### src/rtl/display_scan_ctrl.sv
// Converts a 16-bit binary value to four BCD digits (sequential double-dabble) and
// time-multiplexes them onto a shared 7-segment decoder. Optional macro: DISP_LZB_EN.
module display_scan_ctrl #(
    parameter int SCAN_DIV = 50000
) (
    input  logic        clock,
    input  logic        reset,
    input  logic [15:0] value,
    input  logic        load,
    output logic        busy,
    output logic        done,
    output logic [3:0]  digit_code,
    output logic [3:0]  digit_sel,
    output logic [1:0]  state_dbg
);

    // Handshake: load is accepted on a rising edge only while busy=0; a load seen
    // while busy=1 (including the COMMIT cycle) is dropped, never queued. done
    // pulses for exactly one cycle, in the cycle the new digits become visible.

    localparam int PW = (SCAN_DIV > 1) ? $clog2(SCAN_DIV) : 1;

    typedef enum logic [1:0] {
        IDLE   = 2'd0,
        CONV   = 2'd1,
        COMMIT = 2'd2
    } state_t;

    state_t            state, state_nx;
    logic [15:0]       bin_q, bin_nx;
    logic [15:0]       bcd_q, bcd_nx;
    logic [15:0]       bcd_adj;
    logic [3:0]        bit_cnt, bit_cnt_nx;
    logic              ovf_q, ovf_nx;
    logic [3:0][3:0]   disp_q, disp_nx;
    logic              done_q, done_nx;
    logic [PW-1:0]     presc;
    logic [1:0]        idx;

    function automatic logic [15:0] dabble_adjust(input logic [15:0] b);
        logic [15:0] r;
        r = b;
        for (int i = 0; i < 4; i++) begin
            if (b[i*4 +: 4] >= 4'd5)
                r[i*4 +: 4] = b[i*4 +: 4] + 4'd3;
        end
        return r;
    endfunction

    function automatic logic [15:0] commit_digits(input logic [15:0] b, input logic ovf);
        logic [15:0] r;
        r = b;
        if (ovf) begin
            r = 16'hEEEE;
        end
`ifdef DISP_LZB_EN
        else begin
            // Blank zeros above the highest nonzero digit; units always shown.
            logic lead;
            lead = 1'b1;
            for (int i = 3; i >= 1; i--) begin
                if (lead && (r[i*4 +: 4] == 4'd0))
                    r[i*4 +: 4] = 4'hF;
                else
                    lead = 1'b0;
            end
        end
`endif
        return r;
    endfunction

    always_comb begin
        state_nx   = state;
        bin_nx     = bin_q;
        bcd_nx     = bcd_q;
        bit_cnt_nx = bit_cnt;
        ovf_nx     = ovf_q;
        disp_nx    = disp_q;
        done_nx    = 1'b0;
        bcd_adj    = dabble_adjust(bcd_q);
        case (state)
            IDLE: begin
                if (load) begin
                    bin_nx     = value;
                    bcd_nx     = 16'd0;
                    bit_cnt_nx = 4'd0;
                    ovf_nx     = (value > 16'd9999);
                    state_nx   = CONV;
                end
            end
            CONV: begin
                {bcd_nx, bin_nx} = {bcd_adj[14:0], bin_q, 1'b0};
                bit_cnt_nx       = bit_cnt + 4'd1;
                if (bit_cnt == 4'd15)
                    state_nx = COMMIT;
            end
            COMMIT: begin
                disp_nx  = commit_digits(bcd_q, ovf_q);
                done_nx  = 1'b1;
                state_nx = IDLE;
            end
            default: state_nx = IDLE;
        endcase
    end

    always_ff @(posedge clock or negedge reset) begin
        if (!reset) begin
            state   <= IDLE;
            bin_q   <= 16'd0;
            bcd_q   <= 16'd0;
            bit_cnt <= 4'd0;
            ovf_q   <= 1'b0;
            disp_q  <= {4{4'hF}};
            done_q  <= 1'b0;
        end else begin
            state   <= state_nx;
            bin_q   <= bin_nx;
            bcd_q   <= bcd_nx;
            bit_cnt <= bit_cnt_nx;
            ovf_q   <= ovf_nx;
            disp_q  <= disp_nx;
            done_q  <= done_nx;
        end
    end

    // Scanner is free-running; a commit never resets its phase.
    always_ff @(posedge clock or negedge reset) begin
        if (!reset) begin
            presc <= '0;
            idx   <= 2'd0;
        end else if (presc == PW'(SCAN_DIV - 1)) begin
            presc <= '0;
            idx   <= idx + 2'd1;
        end else begin
            presc <= presc + 1'b1;
        end
    end

    assign digit_code = disp_q[idx];
    assign digit_sel  = ~(4'b0001 << idx);
    assign busy       = (state != IDLE);
    assign done       = done_q;
    assign state_dbg  = state;

endmodule
### config.mk
export PLATFORM = sky130hd
export DESIGN_NAME = display_scan_ctrl
export DESIGN_NICKNAME = d
export VERILOG_FILES = /design/src/rtl/display_scan_ctrl.sv
export SDC_FILE = /design/constraint.sdc
export NUM_CORES = 1
export LEC_CHECK = 0
export CAP_MARGIN = 20
export CELL_PAD_IN_SITES_DETAIL_PLACEMENT = 1
export CELL_PAD_IN_SITES_GLOBAL_PLACEMENT = 1
export CORE_UTILIZATION = 25
export DETAILED_ROUTE_END_ITERATION = 16
export GPL_TIMING_DRIVEN = 0
export PLACE_DENSITY = 0.48
export SETUP_SLACK_MARGIN = 0.02
export SKIP_LAST_GASP = 1
export SYNTH_ARGS = -nofsm -noshare
export SYNTH_HDL_FRONTEND = slang
export SYNTH_SLANG_ARGS = --single-unit
### constraint.sdc
create_clock -name clock -period 2.21 [get_ports clock]
set_clock_uncertainty 0.15 [all_clocks]
set_input_delay 0.221 -clock clock [delete_from_list [all_inputs] [get_ports clock]]
set_output_delay 0.221 -clock clock [all_outputs]
set_load 0.05 [all_outputs]
=== Word level (Yosys, flattened, before mapping) ===
Cells that the tools add are included.

* $add $sub $neg: 7
* Order comparisons: 6
* Bitwise logic cells: 1
* Multiplexer cells: 18
* Reductions and logical operators: 6
* Shift operators: 1
* Eq/ne operators: 6

{| class="wikitable"
|+ Operator list
! kind !! number
|-
| two-way mux 16 bit || 4
|-
| case mux 16 bit (2 select lines) || 2
|-
| two-way mux 4 bit || 5
|-
| adder 16 x 1 -> 16 bit (second input constant) || 1
|-
| equality test 16 bit (second input constant) || 1
|-
| greater-or-equal comparator 4 x 3 -> 1 bit (second input constant) || 4
|-
| greater-than comparator 16 x 14 -> 1 bit (second input constant) || 1
|-
| adder 4 x 2 -> 4 bit (second input constant) || 3
|-
| binary-select mux 4 bit (select 2 bit) || 1
|-
| case mux 4 bit (2 select lines) || 1
|-
| AND reduction 2 bit || 3
|-
| adder 4 x 1 -> 4 bit (second input constant) || 1
|-
| equality test 4 bit (second input constant) || 1
|-
| two-way mux 2 bit || 2
|-
| inequality test 2 bit (second input constant) || 2
|-
| NOT 4 bit || 1
|-
| case mux 2 bit (2 select lines) || 1
|-
| nonzero test 2 bit || 2
|-
| left shift 1 x 2 -> 4 bit (first input constant) || 1
|-
| adder 3 x 2 -> 3 bit (second input constant) || 1
|-
| less-than comparator 2 x 3 -> 1 bit (second input constant) || 1
|-
| two-way mux 3 bit || 1
|-
| adder 2 x 1 -> 2 bit (second input constant) || 1
|-
| equality test 2 x 1 -> 1 bit (second input constant) || 1
|-
| other kinds (3) || 3
|}

* Word-level logic and storage cells: 57
* Bits of input ports: 19
* Register bits after elaboration: 74

=== Logic depth before layout (Yosys ltp) ===
Gate-level depths: netlist (run 1).

* Depth after elaboration: 3
* Gate-level depth with buffers: 6

=== Worst setup path after synthesis (run 1) ===
Ideal clock, no wire load.

* Kind: register to register
* From: register state[1] (netlist: state_dbg[1])
* To: register ovf_q
* Stages on the path, launching flop included: 5
* Path buffers: 1
* Arrival time: 1713 ps
* Setup slack: 214 ps
* Clock period less this slack: 1996 ps
* Cell sequence: dfrtp_1 > or3b_2 > clkbuf_1 > a2111oi_0 > nor2_1

* Cells in the longest elaborated chain, start to end: 2

{| class="wikitable"
|+ RTL lines
! what !! RTL line !! RTL
|-
| start, declared || 29 || <nowiki>state_t state, state_nx;</nowiki>
|-
| start signal, assigned || 116 || <nowiki>state <= state_nx;</nowiki>
|-
| zero test 2 bit || 81 || <nowiki>case (state)</nowiki>
|-
| AND reduction 2 bit (no source line) || - ||
|-
| end signal, assigned || 120 || <nowiki>ovf_q <= ovf_nx;</nowiki>
|-
| end, declared || 34 || <nowiki>logic ovf_q, ovf_nx;</nowiki>
|}

No other way between the ends.
A chain may end at the register's enable or synchronous reset.

=== Worst setup path in the final report (run 1) ===
* From: register idx[0]
* To: output port digit_code[3]

* Cells in the longest elaborated chain, start to end: 2

{| class="wikitable"
|+ RTL lines
! what !! RTL line !! RTL
|-
| start, declared || 38 || <nowiki>logic [1:0] idx;</nowiki>
|-
| start signal, assigned || 133 || <nowiki>idx <= idx + 2'd1;</nowiki>
|-
| binary-select mux 4 bit (select 2 bit) || 139 || <nowiki>assign digit_code = disp_q[idx];</nowiki>
|-
| two-way mux 4 bit (implied by the code) || 139 ||
|-
| end, declared || 12 || <nowiki>output logic [3:0] digit_code,</nowiki>
|}

No other way between the ends. The select of a mux whose other input is x is not followed.

==> results of run 1 <==
## cells in the mapped netlist (7+ instances only)
cell type / instances / share of area, %
a21oi_1: 7 / 0.97
a22oi_1: 14 / 2.9
clkbuf_1: 17 / 1.8
dfrtp_1: 58 / 40
dfstp_2: 16 / 12
ha_1: 14 / 4.9
inv_1: 17 / 1.8
nand2_1: 61 / 6.4
nand2b_1: 7 / 1.2
nand3_1: 19 / 2.6
nor2_1: 24 / 2.5
o21ai_0: 30 / 4.2
o31ai_1: 13 / 2.7
xnor2_1: 11 / 2.7
xor2_1: 7 / 1.7
## cell usage in the layout, fill, tap and decap left out, types with 11 or more instances in the layout
cell type / Yosys / final
dfrtp_1: 58 / 58
nor2_1: 24 / 23
nand2_1: 61 / 61
nand3_1: 19 / 19
clkbuf_1: 17 / 14
dfstp_2: 16 / 16
ha_1: 14 / 14
o21ai_0: 30 / 30
xnor2_1: 11 / 11
o31ai_1: 13 / 13
clkdlybuf4s50_1: 0 / 20
a22oi_1: 14 / 14
inv_1: 17 / 17
## critical path: stages (launching register included)
cell and delay, ps:
dfrtp_1 370, buf_2 220, mux4_2 530, clkbuf_2 250
## cells by family after synthesis
logic type / Yosys count / synth area share (%)
multiplexers: 8 / 3.72
XOR/XNOR: 18 / 4.38
buffers and inverters: 35 / 3.86
AND/OR/NAND/NOR: 135 / 18.2
AO/OA/AOI/OAI: 73 / 13.0
flip-flops: 74 / 52.0
adder cells (fa/ha/maj): 14 / 4.87
## metal layers
layer	global-route usage, %	wire (um)
met5	0	0
met2	21.3	4200
met3	4.40	337
met1	18.5	4480
met4	5.09	136
## report_power, final
group,internal (mW),leakage [nW],switching [mW]
Sequential,1.86,0.906,0.324
Clock,0.999,0.156,0.573
Combinational,0.707,0.874,1.05
Total,3.57,1.94,1.95
## metrics by stage
stage / total power, mW / setup WS [ps] / util (%) / instance area, um2 / instances
final: 5.51 / 121 / 32.0 / 4470 / 585
after CTS: 5.61 / -114 / 31.9 / 4460 / 585
after detailed placement: 4.01 / -171 / 29.7 / 4150 / 568
after global placement: 3.97 / -2160 / 29.5 / 4130 / 567
after floorplan: 3.41 / 214 / - / 3600 / 357
after global routing: 5.96 / 18.8 / 32.0 / 4470 / 585
## sequential cells by signal (all words and copies together), names as in the netlist
| signal | cells |
|---|---|
| bcd_q | 16 |
| bin_q | 16 |
| disp_q | 16 |
| presc | 16 |
| bit_cnt | 4 |
| idx | 2 |
| state_dbg | 2 |
| done | 1 |
| ovf_q | 1 |
## layout make-up
cell class,count,share of cell area (%)
buffer,18,1.82
timing repair buffer,32,6.88
inverter,17,1.43
clock buffer,15,6.44
clock inverter,1,0.672
sequential,74,41.9
multi-input combinational,248,35.9
tap,180,5.04
## final timing paths
check,end,startpoint
setup / recovery,digit_code[3],idx[0]
hold / removal,presc[13],reset
setup reg to reg,bcd_q[3],state_dbg[1]
hold reg to reg,disp_q[12],disp_q[12]
max in group asynchronous,disp_q[6],reset
min in group clock,bin_q[0],value[0]
## repair_timing
item                       in CTS  in global routing
hold endpoints to repair       23                  0
resized for setup              27                 18
cloned                          0                  0
setup endpoints to repair      19                 23
hold buffers                    1                  0
==> summary.md, run 1 <==
| Metric | Value |
|---|---|
| Status | completed |
| CP Class | register to output port |
| CTS Root Cell | clkbuf_16 |
| Via Count | 2720 |
| Peak fanout along the critical path | 5 |
| WL/cell | 15.6 um |
| Register Area | 1870 um2 |
| HP Class | input port to asynchronous set/reset pin |
| Via density | 4.65 |
| Post-Syn Instances | 357 |
| Fill cell count | 1607 |
| Lkg Pwr | 1.94 nW |
| Port Buffers | 30 |
| Largest net degree at the start of global routing | 53 |
| Final nets | 433 |
| I/O pin total | 31 |
| Synth-to-Final Area Change | 24.2% |
| Ant diodes | 0 |
| Fin crit share | 94.5% |
| Multi-input gate area | 1600 um2 |
| WP data arrival | 1720 ps |
| Number of flops mapped to enable cells by yosys | 0 |
| VDD IR-drop max | 442 uV |
| Required @ worst endpoint | 1840 ps |
| Total negative slack | 0 ps |
| DRC Markers | 0 |
| Clock tree from TritonCTS | done |
| First-pass GRT wire length | 15.4 mm |
| All-Layer GR Usage | 14.0% |
| DIE AREA | 14900 um2 |
| Share of synthesized flip-flops with an asynchronous set or reset | 100% |
| Vias in the first global route | 2812 |
| Syn nets | 390 |
| Clock Latency Late Sink | 340 ps |
| Avg Synthesized Cell Area | 10.1 um2 |
| Minimum hold slack | 182 ps |
| CTS Buf Count | 9 |
| CTS sink count | 74 |
| Worst-path clk slew | 60 ps |
| Gpl congestion | 0.713 |
| Die extent in x | 122 um |
| Max Slew Vio Count | 0 |
| Reg-to-reg setup timing slack | 150 ps |
| Slew headroom | 60.6% |
| Antenna violations before repair | 0 |
| Unique cell type count in the Yosys netlist | 40 |
| Ys Warns | 0 |
| Initial DRC count | 143 |
| Max-Cap Viols | 0 |
| Peak Freq | 479 MHz |
| Worst-case clock buffer depth | 2 |
| Post-Syn Area | 3600 um2 |
| Core footprint | 14000 um2 |
| Remaining antenna violation count after routing | 0 |
| GRT overflow | 0 |
| Power Dens Cells | 1230 nW/um2 |
| Crit path launch type | register |
| Die Height | 122 um |
| H-tree levels | 3 |
| Least-Margin Pin Slew | 590 ps |
| Post-synthesis sequential area ratio | 52.0% |
| RSZ-0062 raised after global routing | yes |
| Final Critical Period | 2090 ps |
| Post-CTS Setup Inserts | 0 |
| Initial Util | 25.7% |
| Hold Violations, Final | 0 |
| Flop and latch count out of synthesis | 74 |
| Dpl hpwl | 6.30 mm |
| Top FF cell, synth | dfrtp_1 |
| Layout cells sized above 1 | 14.3% |
| R2r worst-path depth | 5 |
| Final setup viols | 0 |
| Worst setup EP type | output port |
| # rows | 43 |
| Final wirelength | 9.15 mm |
| Drt pass-1 iters | 4 |
Power figures use the tool's default switching activity.
==> run 2, diff against run 1 <==
- ABC_CLOCK_PERIOD_IN_PS: unset -> 2210
- CAP_MARGIN: 20 -> 5
==> results of run 2 <==
Same layout as run 1: the final DEF is identical, and so are final timing and power.
==> run 3, diff against run 2 <==
- SLEW_MARGIN: unset -> 20
==> results of run 3 <==
Same layout as run 1: the final DEF is identical, and so are final timing and power.
